--- src/rtl/alu_pipe_if.sv ---
// alu_pipe_if: operand and result handshake bundle for alu_pipe.
// master = operand producer / result consumer, slave = the ALU.
interface alu_pipe_if #(
    parameter int unsigned WIDTH = 32
);
    logic             in_valid;
    logic             in_ready;
    logic [WIDTH-1:0] A;
    logic [WIDTH-1:0] B;
    logic [2:0]       OPERATIONCODE;
    logic [WIDTH-1:0] O;
    logic             zero;
    logic             carry;
    logic             out_valid;
    logic             out_ready;

    modport master (
        output in_valid, A, B, OPERATIONCODE, out_ready,
        input  in_ready, O, zero, carry, out_valid
    );

    modport slave (
        input  in_valid, A, B, OPERATIONCODE, out_ready,
        output in_ready, O, zero, carry, out_valid
    );
endinterface

--- src/rtl/alu_pipe.sv ---
// alu_pipe: WIDTH-bit ALU with valid/ready on operands and result, one op in flight.
// Single-cycle ops finish one edge after accept; MUL is a shift-add iterative
// multiply that exists only when ALU_MUL_EN is defined. Without ALU_MUL_EN,
// opcode 010 completes in one cycle with O=0 and carry=1 marking it unsupported.
module alu_pipe #(
    parameter int unsigned WIDTH = 32,
    parameter int unsigned CNT_W = $clog2(WIDTH) + 1
) (
    input  logic       clk,
    input  logic       rst,
    alu_pipe_if.slave  bus
);
    localparam logic [1:0] StIdle = 2'd0;
`ifdef ALU_MUL_EN
    localparam logic [1:0] StBusy = 2'd1;
`endif
    localparam logic [1:0] StDone = 2'd2;

    localparam logic [2:0] OpAdd = 3'b000;
    localparam logic [2:0] OpSub = 3'b001;
    localparam logic [2:0] OpMul = 3'b010;
    localparam logic [2:0] OpSlt = 3'b011;
    localparam logic [2:0] OpAnd = 3'b100;
    localparam logic [2:0] OpOr  = 3'b101;
    localparam logic [2:0] OpXor = 3'b110;
    localparam logic [2:0] OpNor = 3'b111;

    logic [1:0]       state_q, state_d;
    logic [WIDTH-1:0] o_q, o_d;
    logic             zero_q, zero_d;
    logic             carry_q, carry_d;

`ifdef ALU_MUL_EN
    logic [CNT_W-1:0]   cnt_q, cnt_d;
    logic [2*WIDTH-1:0] acc_q, acc_d;
    logic [2*WIDTH-1:0] mcand_q, mcand_d;
    logic [WIDTH-1:0]   mplier_q, mplier_d;
`endif

    logic             in_ready;
    logic             accept;
    logic             mul_start;
    logic [WIDTH:0]   sum_w;
    logic [WIDTH:0]   diff_w;
    logic [WIDTH-1:0] alu_res;
    logic             alu_carry;

    assign in_ready      = (state_q == StIdle) || ((state_q == StDone) && bus.out_ready);
    assign accept        = bus.in_valid && in_ready;
    assign bus.in_ready  = in_ready;
    assign bus.O         = o_q;
    assign bus.zero      = zero_q;
    assign bus.carry     = carry_q;
    assign bus.out_valid = (state_q == StDone);

`ifdef ALU_MUL_EN
    assign mul_start = accept && (bus.OPERATIONCODE == OpMul);
`else
    assign mul_start = 1'b0;
`endif

    // Single-cycle result and carry for the opcode currently presented.
    always_comb begin
        sum_w     = {1'b0, bus.A} + {1'b0, bus.B};
        diff_w    = {1'b0, bus.A} - {1'b0, bus.B};
        alu_res   = '0;
        alu_carry = 1'b0;
        case (bus.OPERATIONCODE)
            OpAdd: begin
                alu_res   = sum_w[WIDTH-1:0];
                alu_carry = sum_w[WIDTH];
            end
            OpSub: begin
                alu_res   = diff_w[WIDTH-1:0];
                alu_carry = diff_w[WIDTH];
            end
            // Only reaches the result register when the multiplier is not built.
            OpMul: begin
                alu_res   = '0;
                alu_carry = 1'b1;
            end
            OpSlt: alu_res = {{(WIDTH-1){1'b0}}, ($signed(bus.A) < $signed(bus.B))};
            OpAnd: alu_res = bus.A & bus.B;
            OpOr:  alu_res = bus.A | bus.B;
            OpXor: alu_res = bus.A ^ bus.B;
            OpNor: alu_res = ~(bus.A | bus.B);
            default: alu_res = '0;
        endcase
    end

    // Next state: consume, multiply iteration, and accept (accept overrides consume).
    always_comb begin
        state_d  = state_q;
        o_d      = o_q;
        zero_d   = zero_q;
        carry_d  = carry_q;
`ifdef ALU_MUL_EN
        cnt_d    = cnt_q;
        acc_d    = acc_q;
        mcand_d  = mcand_q;
        mplier_d = mplier_q;
`endif
        case (state_q)
            StDone: begin
                if (bus.out_ready) begin
                    state_d = StIdle;
                end
            end
`ifdef ALU_MUL_EN
            StBusy: begin
                // WIDTH iterations, then one more edge to publish the product.
                if (cnt_q == CNT_W'(WIDTH)) begin
                    state_d = StDone;
                    o_d     = acc_q[WIDTH-1:0];
                    carry_d = |acc_q[2*WIDTH-1:WIDTH];
                    zero_d  = (acc_q[WIDTH-1:0] == '0);
                end else begin
                    if (mplier_q[0]) begin
                        acc_d = acc_q + mcand_q;
                    end
                    mcand_d  = mcand_q << 1;
                    mplier_d = mplier_q >> 1;
                    cnt_d    = cnt_q + CNT_W'(1);
                end
            end
`endif
            default: ;
        endcase

`ifdef ALU_MUL_EN
        if (mul_start) begin
            state_d  = StBusy;
            cnt_d    = '0;
            acc_d    = '0;
            mcand_d  = {{WIDTH{1'b0}}, bus.A};
            mplier_d = bus.B;
        end
`endif
        if (accept && !mul_start) begin
            state_d = StDone;
            o_d     = alu_res;
            carry_d = alu_carry;
            zero_d  = (alu_res == '0);
        end
    end

    // State and result registers with synchronous reset.
    always_ff @(posedge clk) begin
        if (rst) begin
            state_q  <= StIdle;
            o_q      <= '0;
            zero_q   <= 1'b0;
            carry_q  <= 1'b0;
`ifdef ALU_MUL_EN
            cnt_q    <= '0;
            acc_q    <= '0;
            mcand_q  <= '0;
            mplier_q <= '0;
`endif
        end else begin
            state_q  <= state_d;
            o_q      <= o_d;
            zero_q   <= zero_d;
            carry_q  <= carry_d;
`ifdef ALU_MUL_EN
            cnt_q    <= cnt_d;
            acc_q    <= acc_d;
            mcand_q  <= mcand_d;
            mplier_q <= mplier_d;
`endif
        end
    end
endmodule

--- src/flat_wrapper.sv ---
// flat-port wrapper written by rule: the top's interface ports become plain ports
module alu_pipe_flat 
#(
    parameter int unsigned WIDTH = 32,
    parameter int unsigned CNT_W = $clog2(WIDTH) + 1
)
  (clk, rst, bus_in_valid, bus_A, bus_B, bus_OPERATIONCODE, bus_out_ready, bus_in_ready, bus_O, bus_zero, bus_carry, bus_out_valid);
  alu_pipe_if #(.WIDTH(WIDTH)) bus_i ();
  input  logic clk;
  input  logic rst;
  input wire logic [$bits(bus_i.in_valid)-1:0] bus_in_valid;
  input wire logic [$bits(bus_i.A)-1:0] bus_A;
  input wire logic [$bits(bus_i.B)-1:0] bus_B;
  input wire logic [$bits(bus_i.OPERATIONCODE)-1:0] bus_OPERATIONCODE;
  input wire logic [$bits(bus_i.out_ready)-1:0] bus_out_ready;
  output wire logic [$bits(bus_i.in_ready)-1:0] bus_in_ready;
  output wire logic [$bits(bus_i.O)-1:0] bus_O;
  output wire logic [$bits(bus_i.zero)-1:0] bus_zero;
  output wire logic [$bits(bus_i.carry)-1:0] bus_carry;
  output wire logic [$bits(bus_i.out_valid)-1:0] bus_out_valid;
  assign bus_i.in_valid = bus_in_valid;
  assign bus_i.A = bus_A;
  assign bus_i.B = bus_B;
  assign bus_i.OPERATIONCODE = bus_OPERATIONCODE;
  assign bus_i.out_ready = bus_out_ready;
  assign bus_in_ready = bus_i.in_ready;
  assign bus_O = bus_i.O;
  assign bus_zero = bus_i.zero;
  assign bus_carry = bus_i.carry;
  assign bus_out_valid = bus_i.out_valid;
  alu_pipe #(.WIDTH(WIDTH), .CNT_W(CNT_W)) u_core (.clk(clk), .rst(rst), .bus(bus_i));
endmodule
--- config.mk ---
export PLATFORM = sky130hd
export DESIGN_NAME = alu_pipe_flat
export DESIGN_NICKNAME = d
export VERILOG_FILES = /design/src/rtl/alu_pipe_if.sv /design/src/rtl/alu_pipe.sv /design/src/flat_wrapper.sv
export SDC_FILE = /design/constraint.sdc
export NUM_CORES = 1
export LEC_CHECK = 0
export ABC_AREA = 1
export CORE_UTILIZATION = 35
export DETAILED_ROUTE_END_ITERATION = 16
export PLACE_DENSITY_LB_ADDON = 0.12
export SETUP_SLACK_MARGIN = 0.05
export SKIP_CTS_REPAIR_TIMING = 1
export SLEW_MARGIN = 20
export SYNTH_ARGS = -nofsm -noshare
export SYNTH_HDL_FRONTEND = slang
export SYNTH_SLANG_ARGS = --single-unit
--- constraint.sdc ---
create_clock -name clk -period 3.1 [get_ports clk]
set_input_delay 0.62 -clock clk [delete_from_list [all_inputs] [get_ports clk]]
set_output_delay 0.62 -clock clk [all_outputs]
set_load 0.05 [all_outputs]
* After elaboration in Yosys (flattened, before gate mapping) *
Index checks and enable logic that the tools add are counted.

word-level totals
  register bits = 35
  output and inout port bits = 36
  logic and storage cells = 32

operators by class
  $add $sub $neg = 2
  magnitude comparators = 1
  equality and inequality tests = 7
  muxes and demuxes = 5
  bitwise operators = 4
  reductions and logical operators = 9

operators by type and width
  kind                                                 number
  case mux 32 bit (8 select lines)                     1
  adder 32 x 32 -> 33 bit                              1
  subtractor 32 x 32 -> 33 bit                         1
  AND 32 bit                                           1
  logical NOT 32 bit                                   1
  < comparator 32 bit                                  1
  inverter 32 bit                                      1
  OR 32 bit                                            1
  bitwise XOR 32 bit                                   1
  equality test 3 bit, second input constant           4
  equality test 3 x 2 -> 1 bit, second input constant  2
  2-to-1 mux 2 bit                                     3
  nonzero test 2 bit                                   2
  equality test 3 x 1 -> 1 bit, second input constant  1
  logical NOT 3 bit                                    1
  case mux 1 bit (3 select lines)                      1
  logical AND 1 bit                                    2
  logical NOT 2 bit                                    1
  AND reduction 2 bit                                  1
  logical OR 1 bit                                     1

* Longest topological paths before layout *
Gate-level depths: netlist of the first run.

  word-level depth = 5
  depth in mapped cells = 23
  mapped depth without buffers = 22

* Worst setup path before layout of the first run *
No wires, ideal clock.

  path kind = in2reg
  from = input port bus_B[0]
  to = register u_core.zero_q, in the netlist u_core.bus.zero
  arrival = 2,484 ps
  data required time = 3,033 ps
  setup slack = 548 ps
  stages = 19
  cells stage by stage = ha_1 fa_1 nand2_1 nand3_1 nand3_1 nand2_1 nand2_1 nand2_1 nand2_1 nand2_1 nand2_1 nand3_1 nand2_1 nand3_1 nor2_1 nand2_1 nor2_1 nand3_1 a21oi_2

between the ends
  cells in the longest elaborated chain, start to end = 4
  elaborated cells on any way between the ends = 9

RTL lines
  what                                                                  RTL line            RTL
  from (decl)                                                           flat_wrapper.sv:13  input wire logic [$bits(bus_i.B)-1:0] bus_B;
  branches (longest 2 deep; another with subtractor 32 x 32 -> 33 bit)  -
  case mux 32 bit (8 select lines) *                                    alu_pipe.sv:68      case (bus.OPERATIONCODE)
  logical NOT 32 bit *                                                  alu_pipe.sv:143     zero_d = (alu_res == '0);
  to (signal assigned)                                                  alu_pipe.sv:163     zero_q <= zero_d;
  to (decl)                                                             alu_pipe.sv:30      logic zero_q, zero_d;

Mark *: on every way between the ends.
A chain may end at the register's enable or synchronous reset.

* Worst setup path in the final report of the first run *
  from = input port bus_A[9]
  to = register u_core.zero_q, in the netlist u_core.bus.zero

between the ends
  cells in the longest elaborated chain, start to end = 4
  elaborated cells on any way between the ends = 9

RTL lines
  what                                                                  RTL line            RTL
  from (decl)                                                           flat_wrapper.sv:12  input wire logic [$bits(bus_i.A)-1:0] bus_A;
  branches (longest 2 deep; another with subtractor 32 x 32 -> 33 bit)  -
  case mux 32 bit (8 select lines) *                                    alu_pipe.sv:68
  logical NOT 32 bit *                                                  alu_pipe.sv:143

Marked as above.

==> results of run 1 <==
## cells in the mapped netlist, types with 13 or more instances
cell type	instances
nand4_1	21
nand3_1	155
nor3_1	13
buf_4	15
dfxtp_1	35
inv_1	242
inv_2	20
o21ai_0	73
a221oi_1	15
ha_1	96
nand2_1	407
nor2_1	166
buf_6	16
a21oi_2	13
a21oi_1	55
## critical path: stages
cell	delay, ns
clkdlybuf4s50_1	0.48
inv_1	0.07
ha_4	0.28
buf_12	0.13
nor2_4	0.14
nand2_2	0.11
nor2_2	0.10
nand2_2	0.07
nand3_2	0.11
nand2_2	0.08
nor2_4	0.12
o21ai_0	0.10
nand3_2	0.12
nand3_4	0.13
nor2_4	0.13
nand2_2	0.07
nor2_2	0.12
nand3_1	0.09
a21oi_2	0.11
## cells in the final DEF (no fill, tap or decap), drive strengths merged
master / count
a2111oi: 3
a21boi: 2
a21o: 1
a21oi: 69
a221oi: 19
a31oi: 1
buf: 338
clkbuf: 7
clkdlybuf4s50: 73
clkinv: 2
dfxtp: 35
dlymetal6s2s: 33
fa: 2
ha: 96
inv: 263
nand2: 417
nand2b: 1
nand3: 161
nand3b: 1
nand4: 21
nor2: 178
nor3: 15
nor3b: 1
nor4: 1
o2111a: 2
o211ai: 10
o21a: 1
o21ai: 79
o21bai: 7
o221ai: 1
o22ai: 12
or2: 1
xor2: 1
## sequential cells by signal, indices dropped and copies added (netlist names)
register	flops
u_core.bus.O	32
u_core.bus.carry	1
u_core.bus.zero	1
u_core.state_q	1
## routing by layer
metal / share of wire (%) / global-route usage [%] / vias to the layer above
li1: - / - / 5439
met1: 45 / 40.12 / 4906
met2: 45 / 45.39 / 376
met3: 7.1 / 3.410 / 61
met4: 2.6 / 10.14 / 0
met5: 0 / 0 / -
## cell type report
class,instances,area share [%]
clock buffer,7,0.9975
clock inverter,1,0.03764
inverter,264,7.529
multi-input combinational,1103,54.99
sequential,35,5.270
tap,285,2.682
timing repair buffer,444,28.50
## through the flow
stage,hold WS [ns],cells,worst slack [ns]
final,0.4759,2139,0.1368
after global routing,0.5116,2139,-0.0006946
after CTS,0.4786,2113,-0.1776
after detailed placement,0.4705,2105,-0.4636
after global placement,0.4656,2105,-0.4814
after floorplan,0.6888,1456,0.5482
## where the power goes
group	total (uW)	switching (uW)	internal, uW
combinational	2510	1420	1090
sequential	509	19.7	489
clock	480	183	297
total	3500	1620	1880
## cell families after synthesis
family / Yosys count / synth area share, %
AO/OA/AOI/OAI: 207 / 16.27
XOR/XNOR: 1 / 0.1089
adder cells (fa/ha/maj): 98 / 15.43
buffers and inverters: 318 / 17.25
flip-flops: 35 / 8.712
AND/OR/NAND/NOR: 797 / 42.22
## final timing paths
kind                      endpoint  slack, ns
setup / recovery   u_core.bus.zero       0.14
hold / removal    u_core.bus.carry       0.48
setup reg to reg   u_core.bus.O[0]       1.50
hold reg to reg   u_core.bus.carry       0.48
==> summary.md, run 1 <==
| Metric | Value |
|---|---|
| Status | finished, final reports clean |
| Cell Pwr Density | 263.5 nW/um^2 |
| CTS Sinks | 35 |
| Routed Antenna Nets | 0 |
| Post-layout nets | 2022 |
| Die Y | 153.6 um |
| Max Cap Viol | 0 |
| Fin. max-slew vios | 0 |
| Yosys Warn Count | 0 |
| ANT cells | 0 |
| Main synth FF type | dfxtp_1 |
| Post-synth EDFFs | 0 |
| Worst r2r src | u_core.state_q[1] |
| Total track usage | 28.78% |
| Hold Path Depth | 2 |
| Total core area | 22570 sq um |
| Synth area leaders | nand2_1, ha_1, inv_1 |
| Clk buf depth | 2 |
| FFs w/ async S/R, synth | 0% |
| Vias per std cell | 5.041 |
| Fmax | 337.5 MHz |
| Mapped Cells | 1456 |
| Worst R2R Path Depth | 7 |
| Synth Cell Area | 8043 sq um |
| Largest net degree at the start of global routing | 27 |
| Worst setup startpoint | bus_A[9] |
| Synth top area share | 19.00% |
| Avg Inst Size Synth | 5.524 sq um |
| Worst setup SP type | input pin |
| Setup violations, final | 0 |
| Mean routed wirelength per cell | 16.68 um |
| Area of the multi-input gates | 7311 sq um |
| Layout cell share with drive strength beyond 1 | 38.94% |
| Area Growth Syn to Fin | 65.31% |
| Post-route cell area | 13300 sq um |
| Antenna violations before repair | 1 |
| Skew-Pair Late Insertion Delay | 0.28 ns |
| CTS H-tree lvls | 2 |
| Hold wc startpoint | u_core.bus.carry |
| Arrival @ worst endpoint | 3.18 ns |
| Critical path required time | 3.32 ns |
| Post-Route Setup TNS | 0 ns |
| First drt pass iteration count | 5 |
| Worst Setup End Kind | register |
| Vias in the first global route | 9916 |
| HPWL Detailed | 29.06 mm |
| Maximum VDD drop | 222.7 uV |
| Fin. Hold Viols | 0 |
| Crit path kind | in2reg |
| WL final | 35.69 mm |
| Die W | 153.6 um |
| Hold Crit Class | reg2reg |
| Minimum clock period | 2.963 ns |
| Post-synthesis sequential area ratio | 8.712% |
| Placed cell areas | 11440 sq um |
| Sequential cell area | 700.7 sq um |
| Clock buffer count from CTS | 5 |
| Relative max-transition margin | 56.74% |
| Count of input and output buffers | 106 |
| Post-Syn Nets | 1625 |
| Post-route core utilization | 58.90% |
| Total power | 3504 uW |
| Period Utilization, post-route | 95.59% |
| Pleak | 0.007071 uW |
| Netlist cell types | 47 |
| Global-route wire length before repair | 52.85 mm |
| Worst-margin pin slew | 0.6489 ns |
| Die area | 23590 sq um |
| Root buf cell | clkbuf_16 |
| Crit-path max FO | 5 |
| Post-synth top area cell | nand2_1 |
| Initial DRC Count | 845 |
| Gr ovfl total | 0 |
| IO Count | 107 |
| Initial Util | 35.63% |
| # rows | 55 |
| Yosys reg bits | 35 |
| DR DRC count | 0 |
| Clk_skew | 0.003482 ns |
| Gpl congestion | 1.012 |
| Fillers | 2223 |
| Clock transition at path regs | 0.05 ns |
| Vias | 10780 |
| CTS tree | done |
(Power assumes the default switching activity.)
==> run 2, diff against run 1 <==
Settings changed: CAP_MARGIN set to 15.
==> results of run 2 <==
Final layout, timing and power as in run 1 (identical DEF).
